`config.mk`:
```
export PLATFORM = sky130hd
export DESIGN_NAME = div_unit
export DESIGN_NICKNAME = d
export VERILOG_FILES = /design/src/rtl/div_unit_pkg.sv /design/src/rtl/div_unit.sv
export SDC_FILE = /design/constraint.sdc
export NUM_CORES = 1
export LEC_CHECK = 0
export ABC_CLOCK_PERIOD_IN_PS = 3630
export CORE_ASPECT_RATIO = 0.5
export CORE_UTILIZATION = 50
export CTS_BUF_LIST = sky130_fd_sc_hd__clkbuf_8
export DETAILED_ROUTE_END_ITERATION = 10
export PLACE_DENSITY = 0.71
export SLEW_MARGIN = 10
export SYNTH_ARGS = -nofsm -noshare
export SYNTH_HDL_FRONTEND = slang
export SYNTH_SLANG_ARGS = --single-unit
export TNS_END_PERCENT = 1
```
`constraint.sdc`:
```
create_clock -name clk -period 3.63 [get_ports clk]
set_clock_uncertainty 0.1 [all_clocks]
set_input_delay 0.5445 -clock clk [delete_from_list [all_inputs] [get_ports clk]]
set_output_delay 0.5445 -clock clk [all_outputs]
set_load 0.1 [all_outputs]
```
`src/rtl/div_unit_pkg.sv`:
```
// rtl/div_unit_pkg.sv - shared constants, funct3 codes and state encodings for div_unit
package div_unit_pkg;

  localparam int XLEN = 32;

  localparam logic [2:0] F3_DIV  = 3'b100;
  localparam logic [2:0] F3_DIVU = 3'b101;
  localparam logic [2:0] F3_REM  = 3'b110;
  localparam logic [2:0] F3_REMU = 3'b111;

  localparam logic [XLEN-1:0] ZERO_WORD = '0;

  typedef enum logic [1:0] {
    ST_IDLE = 2'd0,
    ST_CALC = 2'd1,
    ST_END  = 2'd2
  } state_t;

endpackage

```
`src/rtl/div_unit.sv`:
```
// rtl/div_unit.sv - multi-cycle radix-2 restoring RV32M divider; optional DIV_EARLY_OUT_EN skips CALC
module div_unit
  import div_unit_pkg::*;
(
  input  logic            clk,
  input  logic            rst,
  input  logic            start_i,
  input  logic [2:0]      op_i,
  input  logic [XLEN-1:0] dividend_i,
  input  logic [XLEN-1:0] divisor_i,
  input  logic [4:0]      rd_addr_i,
  output logic            busy_o,
  output logic            ready_o,
  output logic [XLEN-1:0] result_o,
  output logic [4:0]      rd_addr_o
);

  // Two's-complement negate when neg is set; used for magnitudes and sign fix-up.
  function automatic logic [XLEN-1:0] negate_if(input logic neg, input logic [XLEN-1:0] v);
    return neg ? (~v + XLEN'(1)) : v;
  endfunction

  state_t            r_state;
  state_t            w_next;
  logic [5:0]        r_cnt;
  logic [XLEN:0]     r_rem;
  logic [XLEN-1:0]   r_quo;
  logic [XLEN-1:0]   r_dvs;
  logic [XLEN-1:0]   r_dvd;
  logic [4:0]        r_rd;
  logic              r_sel_rem;
  logic              r_neg_q;
  logic              r_neg_r;
  logic              r_dz;
  logic              r_ready;
  logic [XLEN-1:0]   r_result;
  logic [4:0]        r_rd_out;

  logic              w_accept;
  logic              w_a_neg;
  logic              w_b_neg;
  logic [XLEN-1:0]   w_a_mag;
  logic [XLEN-1:0]   w_b_mag;
  logic              w_dz;
  logic              w_early;
  logic [XLEN+1:0]   w_shift;
  logic              w_ge;
  logic [XLEN:0]     w_sub;
  logic [XLEN-1:0]   w_res_q;
  logic [XLEN-1:0]   w_res_r;

  assign w_accept = (r_state == ST_IDLE) && start_i && op_i[2];
  assign w_a_neg  = ~op_i[0] & dividend_i[XLEN-1];
  assign w_b_neg  = ~op_i[0] & divisor_i[XLEN-1];
  assign w_a_mag  = negate_if(w_a_neg, dividend_i);
  assign w_b_mag  = negate_if(w_b_neg, divisor_i);
  assign w_dz     = (divisor_i == ZERO_WORD);

`ifdef DIV_EARLY_OUT_EN
  // Nothing to iterate when the divisor is zero or already exceeds the dividend.
  assign w_early = w_dz || (w_a_mag < w_b_mag);
`else
  assign w_early = 1'b0;
`endif

  // One restoring step: shift {rem,quo} left, subtract the divisor if it fits.
  assign w_shift = {r_rem, r_quo[XLEN-1]};
  assign w_ge    = (w_shift >= {2'b00, r_dvs});
  assign w_sub   = w_shift[XLEN:0] - {1'b0, r_dvs};

  // Final results; divide-by-zero follows the RISC-V rule and bypasses the sign fix.
  assign w_res_q = r_dz ? '1 : negate_if(r_neg_q, r_quo);
  assign w_res_r = r_dz ? r_dvd : negate_if(r_neg_r, r_rem[XLEN-1:0]);

  // State register.
  always_ff @(posedge clk) begin
    if (rst) r_state <= ST_IDLE;
    else     r_state <= w_next;
  end

  // Next-state logic.
  always_comb begin
    w_next = r_state;
    case (r_state)
      ST_IDLE: if (w_accept) w_next = w_early ? ST_END : ST_CALC;
      ST_CALC: if (r_cnt == 6'(XLEN-1)) w_next = ST_END;
      ST_END:  w_next = ST_IDLE;
      default: w_next = ST_IDLE;
    endcase
  end

  // Output logic: hold the pipeline from the accept cycle through the last CALC cycle.
  always_comb begin
    busy_o = w_accept || (r_state == ST_CALC);
  end

  // Datapath: operand capture, iteration, and result/pulse registers.
  always_ff @(posedge clk) begin
    if (rst) begin
      r_cnt     <= '0;
      r_rem     <= '0;
      r_quo     <= '0;
      r_dvs     <= '0;
      r_dvd     <= '0;
      r_rd      <= '0;
      r_sel_rem <= 1'b0;
      r_neg_q   <= 1'b0;
      r_neg_r   <= 1'b0;
      r_dz      <= 1'b0;
      r_ready   <= 1'b0;
      r_result  <= '0;
      r_rd_out  <= '0;
    end else begin
      r_ready <= 1'b0;
      case (r_state)
        ST_IDLE: begin
          if (w_accept) begin
            r_cnt     <= '0;
            r_dvs     <= w_b_mag;
            r_dvd     <= dividend_i;
            r_rd      <= rd_addr_i;
            r_sel_rem <= op_i[1];
            r_neg_q   <= w_a_neg ^ w_b_neg;
            r_neg_r   <= w_a_neg;
            r_dz      <= w_dz;
            if (w_early) begin
              r_quo <= '0;
              r_rem <= {1'b0, w_a_mag};
            end else begin
              r_quo <= w_a_mag;
              r_rem <= '0;
            end
          end
        end
        ST_CALC: begin
          r_cnt <= r_cnt + 6'd1;
          r_quo <= {r_quo[XLEN-2:0], w_ge};
          r_rem <= w_ge ? w_sub : w_shift[XLEN:0];
        end
        ST_END: begin
          r_ready  <= 1'b1;
          r_result <= r_sel_rem ? w_res_r : w_res_q;
          r_rd_out <= r_rd;
        end
        default: ;
      endcase
    end
  end

  assign ready_o   = r_ready;
  assign result_o  = r_result;
  assign rd_addr_o = r_rd_out;

endmodule

```
==> qor_table.md <==
| Item | Reported |
|---|---|
| Sort of element at the start of the critical path | register |
| Most heavily used metal layer in global routing | met2 |
| Global-route usage over all layers | 0.322 |
| Max Clock Freq | 0.294 GHz |
| Row Count | 39 |
| Critical Path Max Stage Delay | 0.59 ns |
| Largest net degree at the start of global routing | 75 |
| Level count of the clock H-tree | 4 |
| Critical path, cell by cell | inv_1 -> ha_1 -> nor2b_1 -> o21bai_1 -> nor4bb_1 -> o2111ai_1 -> a31o_2 -> a311oi_1 -> xor2_1 -> o21ai_0 |
| Unrepaired setup endpoints after global routing | no |
| Total clock sinks | 184 |
| Number of buffers added on ports | 113 |
| #FFs+latches synth | 184 |
| Worst Hold Path Cells | 2 |
| Final core area utilization | 0.598 |
| Power Dens Cells | 707 nW/um^2 |
| Final setup vio count | 0 |
| Max-slew violation count | 0 |
| Routed length per placed instance | 19.8 um |
| Post-Synthesis Mean Instance Area | 7.54 sq um |
| Initial antenna violation count | 0 |
| Via total after detailed routing | 12069 |
| Share of final-layout standard cells stronger than drive strength 1 | 0.0696 |
| R2R Path Start | r_dvs[1]$_SDFFE_PP0P_ |
| CTS tree | built |
| Peak ir drop on the vdd network | 0.543 mV |
| Synth warn | 0 |
| Most used DFF post-synth | sky130_fd_sc_hd__dfxtp_1 |
| Synthesized netlist net count | 1673 |
| Crit share post-route | 0.938 |
| Logic depth of the worst register-to-register path | 10 |
| Count of pins on the block boundary | 114 |
| Normalized max-slew margin | 0.298 |
| Arrival time at the worst endpoint | 3.69 ns |
| Antenna-violating nets left | 0 |
| Maximum clock path buffer count | 2 |
| Startpoint of the worst setup timing path | r_dvs[1]$_SDFFE_PP0P_ |
| CTS Root Cell | sky130_fd_sc_hd__clkbuf_8 |
| Pleak | 5.16 nW |
| HPWL Detailed | 29500 um |
| CTS Buf Count | 17 |
| Number of hold-slack violations in the final timing report | 0 |
| Post-Route Hold Slack | 0.356 ns |
| Clock Latency Late Sink | 0.49 ns |
| Crit path time final | 3.41 ns |
| Worst EP required | 3.91 ns |
| Global-route wire length before repair | 60400 um |
| Final std cell area, no fill | 13700 sq um |
| Dominant cell type by area after synthesis | sky130_fd_sc_hd__dfxtp_1 |
| Remaining DRCs | 0 |
| Async set or reset register ratio after synthesis | 0 |
| Result of the run | complete, no violations |
| Number of antenna diodes | 0 |
| Element type at the critical path end | register |
| Overall die width | 219 um |
| Cells after synthesis | 1560 |
| Starting utilization of the core area | 0.513 |
| Fraction of the yosys area taken by sequential cells | 0.313 |
| Met2 GRT Util | 0.497 |
| Cts hold-fix bufs | 0 |
| Die height | 110 um |
| Power Total | 9.69 mW |
| Number of global-route vias before repair | 10972 |
| Worst slew pin tran | 1.05 ns |
| Hold/Removal Path Class | register to register |
| EDFF count, synth | 0 |
| Startpoint of the lowest-slack hold path | result_o[17]$_SDFFE_PP0P_ |
| Met3 demand-to-capacity share in global routing | 0.0628 |
| Max capacitance violation total | 0 |
| Clock-pin slew on the worst setup and hold paths | 0.10 ns |
| Synth-to-layout area growth | 16.7% |
| Final Wtd Congestion | 0.930 |
| Global route total overflow | 0 |
| Final sum of negative setup slack | 0 ns |
| Area of the core | 22900 sq um |
| 1st-iter DRT viols | 1082 |
| M1 GR Usage | 0.455 |
| Cell area after placement | 13300 sq um |
| Share of the synthesized area in the top cell type | 0.313 |
| Number of setup buffers added after CTS | 0 |
| Number of gates resized after cts | 0 |
| Highest fanout seen on the critical path | 3 |
| Crit Path Class | register to register |
| Cell at the slowest stage of the critical path | sky130_fd_sc_hd__nor4bb_1 |
| WL final | 38900 um |
| Most area-consuming cells after synthesis | sky130_fd_sc_hd__dfxtp_1, sky130_fd_sc_hd__nand2_1, sky130_fd_sc_hd__a21oi_1 |
| Summed instance area of the synthesized netlist | 11800 sq um |
| Net count reported at finish | 1753 |
| Number of distinct library cell variants in the gate-level netlist after synthesis | 63 |
| Length of the first detailed-routing pass in iterations | 6 |
| Area enclosed by the die boundary | 24200 sq um |
| Via-per-instance ratio | 6.16 |
final timing paths:
path / endpoint / slack [ns]
worst min-delay path: result_o[17]$_SDFFE_PP0P_ / 0.36
worst max-delay path: r_rem[31]$_SDFFE_PP0P_ / 0.22
worst max register to register: r_rem[31]$_SDFFE_PP0P_ / 0.22
worst min register to register: result_o[17]$_SDFFE_PP0P_ / 0.36
flip-flops by register name, summed over array words and instances (netlist names):
signal,cells
ready_o,1
rd_addr_o,5
r_rem,33
r_dz,1
r_sel_rem,1
result_o,32
r_state,2
r_rd,5
r_dvs,32
r_quo,32
r_neg_q,1
r_cnt,6
r_neg_r,1
r_dvd,32
cell usage in the layout (no fill, tap or decap), types with 5 or more instances in the layout:
master                            instances
sky130_fd_sc_hd__nand2_1                220
sky130_fd_sc_hd__dfxtp_1                184
sky130_fd_sc_hd__a21oi_1                162
sky130_fd_sc_hd__nor2_1                 119
sky130_fd_sc_hd__o21ai_0                119
sky130_fd_sc_hd__clkdlybuf4s50_1        111
sky130_fd_sc_hd__xor2_1                  88
sky130_fd_sc_hd__buf_4                   61
sky130_fd_sc_hd__inv_1                   57
sky130_fd_sc_hd__xnor2_1                 53
sky130_fd_sc_hd__a211oi_1                40
sky130_fd_sc_hd__ha_1                    37
sky130_fd_sc_hd__o31ai_1                 31
sky130_fd_sc_hd__a22oi_1                 28
sky130_fd_sc_hd__nor3_1                  26
sky130_fd_sc_hd__or3_1                   22
sky130_fd_sc_hd__clkbuf_8                19
sky130_fd_sc_hd__nand2b_1                18
sky130_fd_sc_hd__a21o_1                  18
sky130_fd_sc_hd__a221oi_1                17
sky130_fd_sc_hd__nand3_1                 16
sky130_fd_sc_hd__or4_1                   14
sky130_fd_sc_hd__mux2i_1                 14
sky130_fd_sc_hd__a32oi_1                 14
sky130_fd_sc_hd__o41ai_1                 13
sky130_fd_sc_hd__o22ai_1                 12
sky130_fd_sc_hd__nor4_1                  11
sky130_fd_sc_hd__nor2b_1                 10
sky130_fd_sc_hd__and3_1                   9
sky130_fd_sc_hd__nand4_1                  8
sky130_fd_sc_hd__o221ai_1                 8
sky130_fd_sc_hd__o211ai_1                 7
sky130_fd_sc_hd__o21a_1                   7
sky130_fd_sc_hd__a31oi_1                  6
sky130_fd_sc_hd__nand3b_1                 5
area by class of cell:
class	count	area, sq um
Fill cell	2173	9220
Inverter	57	214
Sequential cell	184	3680
Multi-Input combinational cell	1207	7450
Clock inverter	13	133
Timing Repair Buffer	173	1590
Tap cell	307	384
Clock buffer	19	262
critical path, delay by kind of cell (launching register included):
| family | cells | cell delay, ns |
|---|---|---|
| xor gates and xnor gates | 1 | 0.20 |
| DFF | 1 | 0.39 |
| adders and majority gates | 1 | 0.36 |
| and+or+nand+nor | 2 | 0.76 |
| buffers and inverters | 1 | 0.10 |
| AOI/OAI and AO/OA | 5 | 1.37 |
kinds of logic after synthesis:
group / share of synthesized area
xor gates and xnor gates: 0.105
and+or+nand+nor: 0.195
buffers and inverters: 0.0543
DFF: 0.313
adders and majority gates: 0.0411
AOI/OAI and AO/OA: 0.278
muxes: 0.0129
metrics by stage:
step	worst slack [ns]	cells
finish	0.224	1960
global route	0.0341	1960
CTS	0.235	1960
detailed placement	-0.0950	1928
global placement	-0.0672	1928
floorplan	0.538	1560
synth_stat cells, drive strengths merged, types with 26 or more instances:
cell type / number
xor2: 88
a211oi: 40
ha: 37
dfxtp: 184
o21ai: 119
nor3: 26
clkbuf: 100
o31ai: 34
xnor2: 53
a22oi: 28
nand2: 220
a21oi: 162
inv: 57
nor2: 120
where the power goes:
part / total (mW) / leakage (nW) / switching (mW) / internal [mW]
clock network: 1.41 / 0.197 / 0.863 / 0.546
registers: 2.45 / 1.50 / 0.249 / 2.20
logic: 5.84 / 3.46 / 3.62 / 2.22
routing by layer:
| layer | routed length, um | part of all wire | up-vias |
|---|---|---|---|
| li1 | - | - | 5755 |
| met1 | 18500 | 0.48 | 5859 |
| met2 | 17200 | 0.44 | 401 |
| met3 | 2400 | 0.062 | 54 |
| met4 | 798 | 0.021 | 0 |
| met5 | 0 | 0 | - |
(Power assumes the default switching activity.)
